`src/rtl/seq_div_pkg.sv`:
```
// -----------------------------------------------------------------------------
// seq_div_pkg
//   Shared definitions for the sequential restoring divider.
//   - state_t   : FSM state encoding (IDLE, OP, DONE)
//   - cnt_width : width of the iteration counter for an N-bit divider
// -----------------------------------------------------------------------------
package seq_div_pkg;

    typedef enum logic [1:0] {
        IDLE = 2'd0,
        OP   = 2'd1,
        DONE = 2'd2
    } state_t;

    // The counter must hold the value N itself, hence N+1 distinct values.
    function automatic int cnt_width(input int n);
        return $clog2(n + 1);
    endfunction

endpackage

```
`src/rtl/seq_divider_iter_counter.sv`:
```
// -----------------------------------------------------------------------------
// iter_counter
//   Loadable down-counter used to count the divider iterations.
//   Ports:
//     clk        : rising-edge clock
//     reset      : asynchronous, active-high reset (count -> 0)
//     load       : load load_value (has priority over dec)
//     load_value : value loaded on load
//     dec        : decrement by one; saturates at zero
//     count      : current count
// -----------------------------------------------------------------------------
module iter_counter #(
    parameter int W = 4
) (
    input  logic         clk,
    input  logic         reset,
    input  logic         load,
    input  logic [W-1:0] load_value,
    input  logic         dec,
    output logic [W-1:0] count
);

    always_ff @(posedge clk or posedge reset) begin
        if (reset) begin
            count <= '0;
        end else if (load) begin
            count <= load_value;
        end else if (dec && (count != '0)) begin
            count <= count - W'(1);
        end
    end

endmodule

```
`src/rtl/seq_divider.sv`:
```
// -----------------------------------------------------------------------------
// seq_divider
//   Unsigned N-bit sequential restoring divider, one quotient bit per cycle.
//   A start accepted in IDLE captures the operands; N OP cycles later the
//   FSM enters DONE for one cycle, pulsing done_tick with stable results.
//
//   Optional build macro: SEQ_DIV_ZERO_DETECT_EN
//     defined   : a zero divisor skips the iterations (IDLE->DONE), returns
//                 quotient all ones, remainder = dividend, div_zero = 1.
//     undefined : a zero divisor runs the normal iterations (which naturally
//                 give the same quotient/remainder); div_zero is tied to 0.
//
//   Ports:
//     clk       : rising-edge clock
//     reset     : asynchronous, active-high reset (aborts any operation)
//     start     : begin a division; only sampled while ready is high
//     dividend  : unsigned dividend, captured on the accepted start
//     divisor   : unsigned divisor, captured on the accepted start
//     ready     : high exactly while the FSM is IDLE
//     done_tick : one-cycle pulse in DONE; quotient/remainder valid
//     quotient  : unsigned quotient (held from DONE until the next start)
//     remainder : unsigned remainder (held from DONE until the next start)
//     div_zero  : divisor was zero on the last accepted start
//
//   Handshake: start is a request that is accepted on a rising edge where
//   start && ready; the caller may hold start high, in which case the next
//   request is accepted in the first IDLE cycle after DONE.
// -----------------------------------------------------------------------------
module seq_divider
    import seq_div_pkg::*;
#(
    parameter int N = 8
) (
    input  logic         clk,
    input  logic         reset,
    input  logic         start,
    input  logic [N-1:0] dividend,
    input  logic [N-1:0] divisor,
    output logic         ready,
    output logic         done_tick,
    output logic [N-1:0] quotient,
    output logic [N-1:0] remainder,
    output logic         div_zero
);

    localparam int CW = cnt_width(N);

    state_t        state;
    state_t        state_next;
    logic          accept;
    logic          step;
    logic [CW-1:0] count;

    logic [N-1:0]  quo_q;
    logic [N-1:0]  rem_q;
    logic [N-1:0]  div_q;

    // One restoring step: shift the next dividend bit into the partial
    // remainder and subtract the divisor if it fits.
    logic [N:0]    t;
    logic          fits;
    logic [N-1:0]  rem_step;

    assign t    = {rem_q, quo_q[N-1]};
    assign fits = (t >= {1'b0, div_q});
    // When t >= divisor the difference is below the divisor, so it fits in
    // N bits and the low-order subtraction is exact.
    assign rem_step = fits ? (t[N-1:0] - div_q) : t[N-1:0];

    // ---------------- FSM: state register ----------------
    always_ff @(posedge clk or posedge reset) begin
        if (reset) begin
            state <= IDLE;
        end else begin
            state <= state_next;
        end
    end

    // ---------------- FSM: next state ----------------
    always_comb begin
        state_next = state;
        case (state)
            IDLE: begin
                if (start) begin
`ifdef SEQ_DIV_ZERO_DETECT_EN
                    state_next = (divisor == '0) ? DONE : OP;
`else
                    state_next = OP;
`endif
                end
            end
            // The counter is decremented on this same edge; the step that
            // takes it from 1 to 0 is the last one.
            OP:      if (count <= CW'(1)) state_next = DONE;
            DONE:    state_next = IDLE;
            default: state_next = IDLE;
        endcase
    end

    // ---------------- FSM: outputs ----------------
    always_comb begin
        ready     = (state == IDLE);
        done_tick = (state == DONE);
        step      = (state == OP);
        accept    = (state == IDLE) && start;
    end

    iter_counter #(
        .W (CW)
    ) u_iter_counter (
        .clk        (clk),
        .reset      (reset),
        .load       (accept),
        .load_value (CW'(N)),
        .dec        (step),
        .count      (count)
    );

    // ---------------- Datapath ----------------
`ifdef SEQ_DIV_ZERO_DETECT_EN
    logic dz_q;

    always_ff @(posedge clk or posedge reset) begin
        if (reset) begin
            quo_q <= '0;
            rem_q <= '0;
            div_q <= '0;
            dz_q  <= 1'b0;
        end else if (accept) begin
            div_q <= divisor;
            if (divisor == '0) begin
                quo_q <= '1;
                rem_q <= dividend;
                dz_q  <= 1'b1;
            end else begin
                quo_q <= dividend;
                rem_q <= '0;
                dz_q  <= 1'b0;
            end
        end else if (step) begin
            quo_q <= {quo_q[N-2:0], fits};
            rem_q <= rem_step;
        end
    end

    assign div_zero = dz_q;
`else
    always_ff @(posedge clk or posedge reset) begin
        if (reset) begin
            quo_q <= '0;
            rem_q <= '0;
            div_q <= '0;
        end else if (accept) begin
            quo_q <= dividend;
            rem_q <= '0;
            div_q <= divisor;
        end else if (step) begin
            quo_q <= {quo_q[N-2:0], fits};
            rem_q <= rem_step;
        end
    end

    assign div_zero = 1'b0;
`endif

    assign quotient  = quo_q;
    assign remainder = rem_q;

endmodule

```
`config.mk`:
```
export PLATFORM = sky130hd
export DESIGN_NAME = seq_divider
export DESIGN_NICKNAME = d
export VERILOG_FILES = /design/src/rtl/seq_div_pkg.sv /design/src/rtl/seq_divider_iter_counter.sv /design/src/rtl/seq_divider.sv
export SDC_FILE = /design/constraint.sdc
export NUM_CORES = 1
export LEC_CHECK = 0
export ABC_AREA = 1
export CAP_MARGIN = 30
export CORE_ASPECT_RATIO = 2
export CORE_MARGIN = 3
export CORE_UTILIZATION = 45
export DETAILED_ROUTE_END_ITERATION = 12
export DONT_BUFFER_PORTS = 1
export GPL_TIMING_DRIVEN = 0
export HOLD_SLACK_MARGIN = 0.03
export SLEW_MARGIN = 40
export SYNTH_ARGS = -nofsm -noshare
export SYNTH_HDL_FRONTEND = slang
export SYNTH_HIERARCHICAL = 1
export SYNTH_SLANG_ARGS = --single-unit
export TNS_END_PERCENT = 20
```
`constraint.sdc`:
```
create_clock -name clk -period 1.86 [get_ports clk]
set_clock_uncertainty 0.2 [all_clocks]
set_input_delay 0.372 -clock clk [delete_from_list [all_inputs] [get_ports clk]]
set_output_delay 0.372 -clock clk [all_outputs]
set_load 0.01 [all_outputs]
```
==> impl_metrics.csv <==
group,metric,value,unit
setup_path,worst-path-buf-inv,2,
clock_network,cts_tree,"done",
finish,final_util,0.607,
timing,min_period_over_period,1.04,
worst_hold_path,hold_path_startpoint,"divisor[1]",
timing,hold_viol_final,0,
synth,postSynthCellCount,259,
finish,fin_nets,323,
setup_path,worst_path_largest_cell_delay,0.43,ns
clock_network,path_clk_slew,0.07,ns
worst_hold_path,hp-class,"in -> reg",
setup_path,path_max_fanout,3,
grt,grt_pass1_wl,8160,um
synth,synth.avg_cell_area,7.43,um2
setup_path,r2r_slack,-0.08,ns
run_status,status,"complete, but fails checks",
clock_network,h-tree-depth,2,
place,dp_hpwl,3370,um
detailed_routing,drtAntennaViolNets,0,
setup_path,critPathMostFrequentCell,"nand2_1",
timing,drv_slew,0,
place,port_buffers,0,
floorplan,die_h,98.5,um
setup_path,r2r_start,"quotient[7]",
detailed_routing,drc,0,
finish,syn_to_final_growth,30.4,%
detailed_routing,routedWlPerCell,14.3,um
timing,slew_headroom,0.611,
job,maxCapViolCount,0,
finish,layout_commonest_cell,"nand2_1",
grt,track_usage,0.213,
timing,fin_hold_ws,0.0339,ns
detailed_routing,num_vias,1748,
synth,synth_area,0.00192,mm2
finish,multi_input_area,0.00118,mm2
finish,fin_cells,346,
place,dp_cells,314,
clock_network,clock_latency,0.28,ns
setup_path,cp_top_family,"adder cells",
clock_network,cts_root_buffer,"clkbuf_8",
run_status,failed_checks,"negative setup slack",
setup_path,rr_endpoint,"remainder[6]",
timing,period_needed,1.94,ns
setup_path,reg2reg_depth,11,
finish,drive_above_1_share,0.279,
worst_hold_path,min_path_cells,2,
timing,rsz0062_at_grt,"yes",
timing,tightest_slew,0.583,ns
setup_path,cp-start-kind,"flip-flop",
floorplan,std_cell_rows,33,
timing,setup_viol_count_final,9,
floorplan,die_w,52.2,um
detailed_routing,wl,4960,um
finish,num-fill-cells,376,
setup_path,path_cells,"inv_2, ha_4, fa_2, inv_2, nand3_2, nand3_2, nand2_1, nand2_1, nand2_2, nand3_1, nand2_1",
floorplan,start_util,0.466,
grt,grt_max_degree,27,
synth,ys_types,29,
floorplan,fp.dieArea,0.00514,mm2
grt,overflow,0,
timing,max_freq,515,MHz
detailed_routing,detail_route.first_pass.iterations,4,
grt,grt_antenna_before_repair,0,
detailed_routing,viasPerCell,5.05,
detailed_routing,first_iter_violations,30,
setup_path,cp.required,1.83,ns
finish,final_cell_mix,"nand2_1 (76), inv_1 (37), dfrtp_1 (23)",
setup_path,endpoint_kind,"flip-flop",
timing,finalWorstSetupSlack,-0.0802,ns
synth,ys_seq_area_frac,0.390,
place,gp_congestion,0.913,
finish,regArea,759,um2
finish,n_antenna_cell,0,
synth,yosys_register_bits,30,
worst_hold_path,min_to,"div_q[1]",
synth,yosysWarnings,6,
grt,grt_pass1_vias,1712,
clock_network,cts_buffers,5,
setup_path,path_class,"reg -> reg",
setup_path,crit_slowest_cell,"dfrtp_1",
floorplan,pin_count,38,
floorplan,core_region_area,0.00413,mm2
clock_network,clockBufferDepth,2,
clock_network,cts_sinks,30,
setup_path,cp.arrival,1.91,ns
[synthesized netlist by cell type (all sizes together)]
| library cell | n | share of area |
|---|---|---|
| nand2 | 97 | 0.22 |
| inv | 47 | 0.092 |
| dfrtp | 30 | 0.39 |
| nand3 | 26 | 0.073 |
| nor2 | 10 | 0.025 |
| o21ai | 10 | 0.026 |
| ha | 9 | 0.059 |
| o221ai | 7 | 0.032 |
| a21oi | 5 | 0.015 |
| buf | 4 | 0.012 |
| conb | 2 | 0.0039 |
| nand3b | 2 | 0.0078 |
| nand4 | 2 | 0.0065 |
| nor3 | 2 | 0.0078 |
| xor2 | 2 | 0.0091 |
| fa | 1 | 0.010 |
| nor4 | 1 | 0.0033 |
| o211ai | 1 | 0.0039 |
| xnor2 | 1 | 0.0046 |
[flip-flops by register name, summed over array words and instances, names as in the netlist]
name / cells
div_q: 8
quotient: 8
remainder: 8
state: 2
u_iter_counter/count: 4
[repair_timing]
action,in CTS,in global routing
gates cloned,2,0
hold buffers,13,0
pin swaps,7,15
resized for setup,22,19
endpoints found under the setup margin,13,14
hold endpoints to repair,42,0
setup buffers,5,5
[through the flow]
stage          instance area [um2]  setup slack [ns]  setup TNS [ns]
2_1_floorplan                 1930            0.0184               0
3_3_place_gp                  2000            -0.203           -1.96
3_5_place_dp                  2000            -0.218           -1.92
4_1_cts                       2400           -0.0811          -0.505
5_1_grt                       2510            -0.150           -1.18
6_report                      2510           -0.0802          -0.359
[layout make-up]
cell class / instances / area share
multi-input combinational: 183 / 0.471
sequential: 30 / 0.303
timing repair buffer: 23 / 0.0868
inverter: 47 / 0.0704
clock buffer: 5 / 0.0274
tap: 52 / 0.0259
buffer: 4 / 0.0115
clock inverter: 2 / 0.00399
[logic make-up after synthesis]
kind of cell | share of synthesized area
buffers and inverters | 0.103
DFF | 0.390
xor gates and xnor gates | 0.0137
AOI/OAI and AO/OA | 0.0768
adders and majority gates | 0.0690
other | 0.00391
and+or+nand+nor | 0.343
[routing by layer]
layer  share of wire  GRT usage
met1            0.38      0.225
met2            0.57      0.393
met3           0.024     0.0303
met4           0.026      0.102
met5               0          0
[worst max-delay path by stage]
stage | cells past startpoint | endpoint | startpoint | slack, ns
floorplan | 11 | remainder[6] | quotient[7] | 0.02
global placement | 11 | remainder[6] | quotient[7] | -0.20
detailed placement | 11 | remainder[6] | quotient[7] | -0.22
CTS | 11 | remainder[6] | quotient[7] | -0.08
global route | 10 | remainder[0] | remainder[3] | -0.15
finish | 11 | remainder[6] | quotient[7] | -0.08
Power is not shown: default switching activity piles up to over one toggle a cycle in this logic, so the estimate is an artifact.
